--- config.mk ---
export PLATFORM = sky130hd
export DESIGN_NAME = karatsuba_lower_seq
export DESIGN_NICKNAME = d
export VERILOG_FILES = /design/src/rtl/kara_pkg.sv /design/src/rtl/karatsuba_lower_seq_booth.sv /design/src/rtl/karatsuba_lower_seq.sv
export SDC_FILE = /design/constraint.sdc
export NUM_CORES = 2
export LEC_CHECK = 0
export BUFFER_PORTS_ARGS = -buffer_cell sky130_fd_sc_hd__buf_2
export CORE_AREA = 4 4 298 227
export DETAILED_ROUTE_END_ITERATION = 10
export DIE_AREA = 0 0 302 231
export GPL_TIMING_DRIVEN = 1
export PLACE_DENSITY = 0.81
export SYNTH_ARGS = -nofsm -noshare
export SYNTH_HDL_FRONTEND = slang
export SYNTH_SLANG_ARGS = --single-unit
--- constraint.sdc ---
create_clock -name clk -period 12.2 [get_ports clk]
set_clock_uncertainty 0.1 [all_clocks]
set_input_delay 2.44 -clock clk [delete_from_list [all_inputs] [get_ports clk]]
set_output_delay 2.44 -clock clk [all_outputs]
set_load 0.1 [all_outputs]
--- src/rtl/kara_pkg.sv ---
// rtl/kara_pkg.sv - shared state, step-schedule constants and defaults for karatsuba_lower_seq
package kara_pkg;

  localparam int N_DEF = 32;
  localparam int K_DEF = 4;
  localparam int M_DEF = 8;

  typedef enum logic [1:0] {IDLE, MUL, COMB, DONE} state_t;

  typedef enum logic [1:0] {DST_G0, DST_G1, DST_G2} dst_t;

  // Bit s set: the product of step s carries weight r^2 (steps 1,2,4,5,7,8).
  localparam logic [15:0] STEP_HI = 16'h01B6;

  // Steps 0-2 feed G0, 3-5 feed G1, 6-8 feed G2.
  function automatic dst_t step_dst(input logic [3:0] s);
    if (s < 4'd3) return DST_G0;
    else if (s < 4'd6) return DST_G1;
    return DST_G2;
  endfunction

  function automatic logic step_hi(input logic [3:0] s);
    return STEP_HI[s];
  endfunction

endpackage

--- src/rtl/karatsuba_lower_seq_booth.sv ---
// rtl/karatsuba_lower_seq_booth.sv - radix-4 Booth multiplier (module booth), W-bit signed operands
module booth #(
  parameter int W  = 10,
  parameter int PW = 20
) (
  input  logic [W-1:0]  x,
  input  logic [W-1:0]  y,
  output logic [PW-1:0] p
);

  logic [PW-1:0] xs;
  logic [PW-1:0] pp;
  logic [W:0]    yb;
  logic [2:0]    dig;

  // Operands arrive zero-extended, so the signed product equals the unsigned one.
  always_comb begin
    xs  = {{(PW-W){x[W-1]}}, x};
    yb  = {y, 1'b0};
    p   = '0;
    pp  = '0;
    dig = '0;
    for (int i = 0; i < W/2; i++) begin
      dig = yb[2*i +: 3];
      case (dig)
        3'b001, 3'b010: pp = xs;
        3'b011:         pp = xs << 1;
        3'b100:         pp = -(xs << 1);
        3'b101, 3'b110: pp = -xs;
        default:        pp = '0;
      endcase
      p = p + (pp << (2*i));
    end
  end

endmodule

--- src/rtl/karatsuba_lower_seq.sv ---
// rtl/karatsuba_lower_seq.sv - one-multiplier sequencer for the lower Karatsuba product; KARA_SEQ_PIPE_EN adds a product register
module karatsuba_lower_seq
  import kara_pkg::*;
#(
  parameter int N = N_DEF,
  parameter int K = K_DEF,
  parameter int M = M_DEF
) (
  input  logic           clk,
  input  logic           rst_n,
  input  logic           in_valid,
  output logic           in_ready,
  input  logic [N-1:0]   a,
  input  logic [N-1:0]   b,
  output logic           out_valid,
  input  logic           out_ready,
  output logic [2*N-1:0] out,
  output logic           busy
);

  localparam int BW = M + 2;
  localparam int PW = 2*M + 4;
  localparam int W2 = 2*N;
`ifdef KARA_SEQ_PIPE_EN
  localparam logic [3:0] LAST_STEP = 4'd9;
`else
  localparam logic [3:0] LAST_STEP = 4'd8;
`endif

  if ((N / K != M) || (K != 4)) begin : g_bad_cfg
    $error("karatsuba_lower_seq: need K == 4 and N/K == M");
  end

  state_t        state, state_nx;
  logic [3:0]    step;
  logic [N-1:0]  a_q, b_q;
  logic [W2-1:0] g0, g1, g2, p11, out_q, comb_val;
  logic [M-1:0]  a0, a1, a2, a3, b0, b1, b2, b3;
  logic [M:0]    sa01, sa23, sb01, sb23;
  logic [BW-1:0] op_x, op_y;
  logic [PW-1:0] prod;
  logic          acc_en;
  logic [3:0]    acc_step;
  logic [W2-1:0] acc_prod, acc_term;

  assign a0 = a_q[0 +: M];
  assign a1 = a_q[M +: M];
  assign a2 = a_q[2*M +: M];
  assign a3 = a_q[3*M +: M];
  assign b0 = b_q[0 +: M];
  assign b1 = b_q[M +: M];
  assign b2 = b_q[2*M +: M];
  assign b3 = b_q[3*M +: M];
  assign sa01 = {1'b0, a0} + {1'b0, a1};
  assign sa23 = {1'b0, a2} + {1'b0, a3};
  assign sb01 = {1'b0, b0} + {1'b0, b1};
  assign sb23 = {1'b0, b2} + {1'b0, b3};

  always_comb begin
    op_x = '0;
    op_y = '0;
    case (step)
      4'd0: begin op_x = {2'b00, a0}; op_y = {2'b00, b0}; end
      4'd1: begin op_x = {2'b00, a2}; op_y = {2'b00, b0}; end
      4'd2: begin op_x = {2'b00, a0}; op_y = {2'b00, b2}; end
      4'd3: begin op_x = {1'b0, sa01}; op_y = {1'b0, sb01}; end
      4'd4: begin op_x = {1'b0, sa23}; op_y = {1'b0, sb01}; end
      4'd5: begin op_x = {1'b0, sa01}; op_y = {1'b0, sb23}; end
      4'd6: begin op_x = {2'b00, a1}; op_y = {2'b00, b1}; end
      4'd7: begin op_x = {2'b00, a3}; op_y = {2'b00, b1}; end
      4'd8: begin op_x = {2'b00, a1}; op_y = {2'b00, b3}; end
      default: ;
    endcase
  end

  booth #(.W(BW), .PW(PW)) u_booth (
    .x (op_x),
    .y (op_y),
    .p (prod)
  );

`ifdef KARA_SEQ_PIPE_EN
  logic          pv_q;
  logic [3:0]    pstep_q;
  logic [PW-1:0] prod_q;

  // Step LAST_STEP is the drain cycle: nothing is issued, the step-8 product lands.
  always_ff @(posedge clk or negedge rst_n) begin
    if (!rst_n) begin
      pv_q    <= 1'b0;
      pstep_q <= '0;
      prod_q  <= '0;
    end else begin
      pv_q    <= (state == MUL) && (step != LAST_STEP);
      pstep_q <= step;
      prod_q  <= prod;
    end
  end

  assign acc_en   = pv_q;
  assign acc_step = pstep_q;
  assign acc_prod = {{(W2-PW){1'b0}}, prod_q};
`else
  assign acc_en   = (state == MUL);
  assign acc_step = step;
  assign acc_prod = {{(W2-PW){1'b0}}, prod};
`endif

  assign acc_term = step_hi(acc_step) ? (acc_prod << (2*M)) : acc_prod;
  assign comb_val = ((g1 - g2 - g0) << M) + g0 + (p11 << (2*M));

  always_ff @(posedge clk or negedge rst_n) begin
    if (!rst_n) begin
      state <= IDLE;
      step  <= '0;
      a_q   <= '0;
      b_q   <= '0;
      g0    <= '0;
      g1    <= '0;
      g2    <= '0;
      p11   <= '0;
      out_q <= '0;
    end else begin
      state <= state_nx;
      if (acc_en) begin
        case (step_dst(acc_step))
          DST_G0:  g0 <= g0 + acc_term;
          DST_G1:  g1 <= g1 + acc_term;
          DST_G2:  g2 <= g2 + acc_term;
          default: ;
        endcase
        if (acc_step == 4'd6) p11 <= acc_prod;
      end
      case (state)
        IDLE: if (in_valid) begin
          a_q  <= a;
          b_q  <= b;
          g0   <= '0;
          g1   <= '0;
          g2   <= '0;
          p11  <= '0;
          step <= '0;
        end
        MUL:     step <= (step == LAST_STEP) ? 4'd0 : step + 4'd1;
        COMB:    out_q <= comb_val;
        default: ;
      endcase
    end
  end

  always_comb begin
    state_nx  = state;
    in_ready  = 1'b0;
    out_valid = 1'b0;
    busy      = 1'b1;
    case (state)
      IDLE: begin
        in_ready = rst_n;
        busy     = 1'b0;
        if (in_valid) state_nx = MUL;
      end
      MUL:  if (step == LAST_STEP) state_nx = COMB;
      COMB: state_nx = DONE;
      DONE: begin
        out_valid = 1'b1;
        if (out_ready) state_nx = IDLE;
      end
      default: state_nx = IDLE;
    endcase
  end

  assign out = out_q;

endmodule

### Yosys cells after proc, flatten, opt, wreduce, memory -nomap -nowiden

Memories as Yosys holds them, arrays and structs flattened.
Cells that the tools add are included.

* add/sub/neg operators: 18
* magnitude comparators: 3
* reduce and logical (&&, ||, !) cells: 21
* muxes and demuxes: 42
* eq/ne operators: 43

Operators by type and width (number)
* 2-to-1 mux 64 bit: 16
* adder 64 x 36 -> 64 bit: 3
* adder 64 bit: 2
* subtractor 56 bit: 2
* case mux 9 bit (6 select lines): 2
* adder 20 bit: 4
* case mux 18 bit (4 select lines): 1
* case mux 16 bit (4 select lines): 1
* case mux 20 bit (3 select lines): 1
* case mux 14 bit (4 select lines): 1
* case mux 12 bit (4 select lines): 1
* adder 8 x 8 -> 9 bit: 4
* 2-to-1 mux 36 bit: 1
* OR reduction 2 bit: 14
* == test 3 bit (second input constant): 9
* negator 10 -> 20 bit: 1
* negator 9 -> 20 bit: 1
* == test 3 x 2 -> 1 bit (second input constant): 6
* == test 4 x 3 -> 1 bit (second input constant): 4
* == test 2 bit (second input constant): 7
* 2-to-1 mux 2 bit: 7
* == test 2 x 3 -> 1 bit (second input constant): 3
* == test 3 x 1 -> 1 bit (second input constant): 3
* == test 2 x 1 -> 1 bit (second input constant): 4
* other kinds (18): 29

* output and inout bits: 67
* word-level logic and storage cells: 137
* bits in registers: 390
* memories: 1
* bits in read-only memories: 16

Memory list
* (name not given): words 16, width 1, read ports 1, clocked after memory_dff 0, write ports 0, line kara_pkg.sv:23 `return STEP_HI[s];`

### Depth between registers and ports, before layout

* depth in word-level cells: 16
* mapped depth: 51
* mapped depth without buffers: 48

### Modules after synthesis

A second synthesis with hierarchy kept.

* cells, all modules: 4211
* area, all modules: 34947.3 sq um

Modules (own cells, without submodules)
* karatsuba_lower_seq: area each 30705.7 sq um, instances 1, sequential area each 8958.6 sq um, cells an instance 3603
* booth: area each 4241.6 sq um, instances 1, sequential area each 0.0 sq um, cells an instance 608

### Worst setup path before layout

No wires, ideal clock.

* path type: register to register
* start: register step[0] (netlist: acc_step[0])
* end: register g2[49]
* data required time: 11.968 ns
* data arrival time: 9.798 ns
* path slack: 2.170 ns
* stages on the path, launching flop included: 49
* setup time: 0.132 ns
* period minus slack after synthesis: 10.030 ns
* path through: dfrtp_1 inv_1 ha_1 or2_1 a221oi_1 a211oi_1 a221o_1 inv_2 ha_1 clkbuf_1 nand3_2 or2_2 inv_1 nand2_1 xor2_1 o22ai_1 o21a_1 fa_1 [... 13 more ...] nor4b_2 xnor2_1 o21ai_1 ha_1 clkbuf_1 o21a_1 o21a_1 o21a_1 o211a_1 o21ai_0 a31oi_1 o21ai_0 o221a_2 nand2b_1 clkbuf_1 nor4_1 xnor2_1 nor2_1

* cells in the longest elaborated chain, start to end: 16
* elaborated cells between the ends (all ways): 80
* classes of those cells: 7 x add/sub; 2 x order compare; 36 x eq/ne; 19 x mux; 15 x reduce/logical; 1 x memory

Ends and longest elaborated chain
* start: declaration: line karatsuba_lower_seq.sv:35 `logic [3:0] step;`
* start signal: assignment: line karatsuba_lower_seq.sv:144 `MUL: step <= (step == LAST_STEP) ? 4'd0 : step + 4'd1;`
* parallel branches: the longest is 12 deep, another holds adder 64 x 36 -> 64 bit
* 2-to-1 mux 64 bit (*): line karatsuba_lower_seq.sv:126 `case (step_dst(acc_step))`
* 2-to-1 mux 64 bit (*): line karatsuba_lower_seq.sv:125 `if (acc_en) begin`
* 2-to-1 mux 64 bit: line karatsuba_lower_seq.sv:135 `IDLE: if (in_valid) begin`
* 2-to-1 mux 64 bit (*): line karatsuba_lower_seq.sv:134 `case (state)`
* end signal: assignment: line karatsuba_lower_seq.sv:129 `DST_G2: g2 <= g2 + acc_term;`
* end: declaration: line karatsuba_lower_seq.sv:37 `logic [W2-1:0] g0, g1, g2, p11, out_q, comb_val;`

Mark *: on every way between the ends. The select of a mux whose other input is x is not followed.
A chain may end at the register's enable or synchronous reset.

### Final worst setup path

Same ends and word-level chain as after synthesis.

==> flow_summary.toml <==
[run_status]
outcome = "completed"

[floorplan]
ioPinCount = 135
placementRows = 81
dieWidth_um = 302
floorplan.core_area_sq_um = 64700
floorplan.die_area_sq_um = 69800
effective_utilization_at_floorplan = 0.527
dieHeight_um = 231

[synthesis]
synth_adder_area_share = 0.196
synth_edf_count = 0
yosys.area.top_type = "sky130_fd_sc_hd__dfrtp_1"
most_used_flip_flop_cell_after_synthesis = "sky130_fd_sc_hd__dfrtp_1"
synth-seq-area-share = 0.263
synth_top_family_by_area = "compound AO/OA/AOI/OAI gates"
syn_inst = 4129
unique_cell_type_count_in_the_yosys_netlist = 84
synth_compound_area_frac = 0.208
yosys.area.top_type_share = 0.263
simple_gate_share_of_the_synthesized_area = 0.173
post_synth_instance_area_sq_um = 34100
yosys.area_share.xor_xnor = 0.0763
synth_async_sr_flop_share = 1.00
postSynthNetCount = 4641
netlist_top_cells_area = "sky130_fd_sc_hd__dfrtp_1 26%, sky130_fd_sc_hd__ha_1 11%, sky130_fd_sc_hd__fa_1 8.8%"
synth-seq-cells = 358
post_synth.cell_area_avg_sq_um = 8.25
mux_contribution_to_synthesized_area = 0.0216
yosys_warnings = 0

[grt]
global_route_met2_usage = 0.403
grt_max_degree = 168
number_of_global_route_vias_before_repair = 28800
grt_util_all_layers = 0.277
grt_first_pass_wirelength_mm = 155
initial_antenna_violation_count = 0
highest_utilization_routing_layer_at_the_global_route_stage = "met1"
grt.overflow.total = 0
globalRouteMet1Util = 0.412
use_met3 = 0.0651

[sta]
final_setup_fails = 0
hold_viol_final = 0
max_freq_mhz = 88.0
layout_min_cycle_time_ns = 11.37
timing_worst_slew_pin_value_ns = 1.08
unrepaired_setup_endpoints_after_global_routing = "false"
fin_tns_setup_ns = 0
timing.final.ws_setup_ns = 0.834
post-route-period-util = 0.932
timing.final.max_slew_violations = 0
slew-limit-headroom = 0.279

[worst_setup_path]
critical_path.max_fanout = 14
worst-endpoint-arrival_ns = 11.72
timing.reg2reg.setup_slack_ns = 0.83
start_kind = "flop"
cpLargestDelayFamily = "compound AO/OA/AOI/OAI gates"
critical_path_buf_inv_count = 4
worstPathRequired_ns = 12.55
worst_path_most_repeated_cell = "sky130_fd_sc_hd__o21a_1"
worst_r2r_startpoint = "acc_step[0]"
critPathSlowestCell = "sky130_fd_sc_hd__a21oi_1"
timing.critical_path.slowest_cell_delay_ns = 0.61
regToRegEndpoint = "g2[49]"
endpoint_kind = "flop"
r2r_cells = 43
critical_path_class = "flop to flop"

[cts]
tritoncts = "yes"
tritoncts.num_buffers = 42
hold_fix_buffers_cts = 0
cts_buffer_depth = 3
clock_tree.root_cell = "sky130_fd_sc_hd__clkbuf_16"
post-cts-setup-buffer-count = 0
cts_max_level = 2
clock_pin_slew_worst_setup_and_hold_paths_ns = 0.06
postCtsResizedCells = 0
sinks_on_clock_net = 358
clk-insertion-delay-late_ns = 0.61

[worst_hold_path]
hold_depth = 2
min-delay-path-class = "flop to flop"
min_delay_worst_endpoint = "out[30]"
worstHoldStart = "out[30]"

[detailed_routing]
drc_errors = 0
number_of_drc_violations_after_detailed_routing_iteration_0 = 3358
vias = 30400
wirelength_mm = 97.0
drtPass1Iterations = 6
via_per_inst = 5.96
routed_wire_length_per_instance_um = 19.0
postRouteAntennaNets = 0

[placement]
gpl_congestion = 1.02
post-place-ws_ns = 0.971
place.detailed.hpwl_mm = 74.9
dp_cells = 5023
count_of_buffers_from_port_buffering = 134

[layout]
share_of_cells_above_drive_strength_1 = 0.0825
antennaDiodeCount = 0
final_cells = 5100
flow.area_growth_from_synthesis_pct = 9.02
mostFrequentLayoutCells = "553 x sky130_fd_sc_hd__nand2_1, 391 x sky130_fd_sc_hd__inv_1, 376 x sky130_fd_sc_hd__a21oi_1"
finish.net_count = 4708
leading_cell_type_in_the_layout_fill_and_taps_excluded = "sky130_fd_sc_hd__nand2_1"
fillers = 5795
core_occupancy_in_the_finished_layout = 0.575

[run]
max_cap_violations = 0
sequential cells by signal, summed over array words and instances, names as in the netlist:
register,cells
p11,48
g1,56
b_q,32
acc_step,4
out,64
a_q,32
g2,56
g0,64
state,2
cells by family after synthesis:
logic type,count (synthesis)
flops,358
compound gates,1109
xor+xnor,297
mux,67
fa+ha+maj,444
buf+inv,553
simple gates,1301
per-stage QoR:
step,area (sq um),hold WS [ns]
floorplan,34100,0.367
detailed placement,35700,0.367
global placement,35700,0.362
finish,37200,0.377
global route,37200,0.399
CTS,37200,0.381
tightest hold or removal path: cells and delay by family, from the launching register on:
family | cells | cell delay (ns)
flip-flops | 1 | 0.33
AND/OR/NAND/NOR | 1 | 0.06
AO/OA/AOI/OAI | 1 | 0.05
area by class of cell:
cell class,count,area (sq um),area share
inverters,394,1480,0.0398
flip-flops and latches,358,8960,0.241
well taps,871,1090,0.0293
multi-input cells,3218,23100,0.621
clock buffers,52,1140,0.0306
clock inverters,25,359,0.00966
repair buffers,182,1050,0.0284
worst max path at each step:
stage | from | end | slack (ns) | depth (start not counted)
final | acc_step[0] | g2[49] | 0.83 | 43
after global routing | acc_step[0] | g2[45] | 0.03 | 46
after CTS | acc_step[0] | g2[53] | 0.95 | 46
after detailed placement | acc_step[0] | g2[45] | 0.97 | 45
after global placement | acc_step[0] | g2[49] | 1.16 | 46
after floorplan | acc_step[0] | g2[49] | 2.17 | 48
layer usage:
| layer | share of wire | wire length, um |
|---|---|---|
| met5 | 0 | 0 |
| met4 | 0.028 | 2730 |
| met3 | 0.11 | 10400 |
| met2 | 0.41 | 40000 |
| met1 | 0.45 | 43800 |
Yosys cell counts, types with 53 or more instances:
master	n
sky130_fd_sc_hd__a21o_1	152
sky130_fd_sc_hd__a21oi_1	376
sky130_fd_sc_hd__clkbuf_1	140
sky130_fd_sc_hd__dfrtp_1	358
sky130_fd_sc_hd__fa_1	149
sky130_fd_sc_hd__ha_1	295
sky130_fd_sc_hd__inv_1	391
sky130_fd_sc_hd__mux2_2	53
sky130_fd_sc_hd__nand2_1	554
sky130_fd_sc_hd__nand3_1	76
sky130_fd_sc_hd__nor2_1	289
sky130_fd_sc_hd__nor3_1	92
sky130_fd_sc_hd__o21ai_0	197
sky130_fd_sc_hd__xnor2_1	192
sky130_fd_sc_hd__xor2_1	105
Power is not shown: default switching activity piles up to over one toggle a cycle in this logic, so the estimate is an artifact.
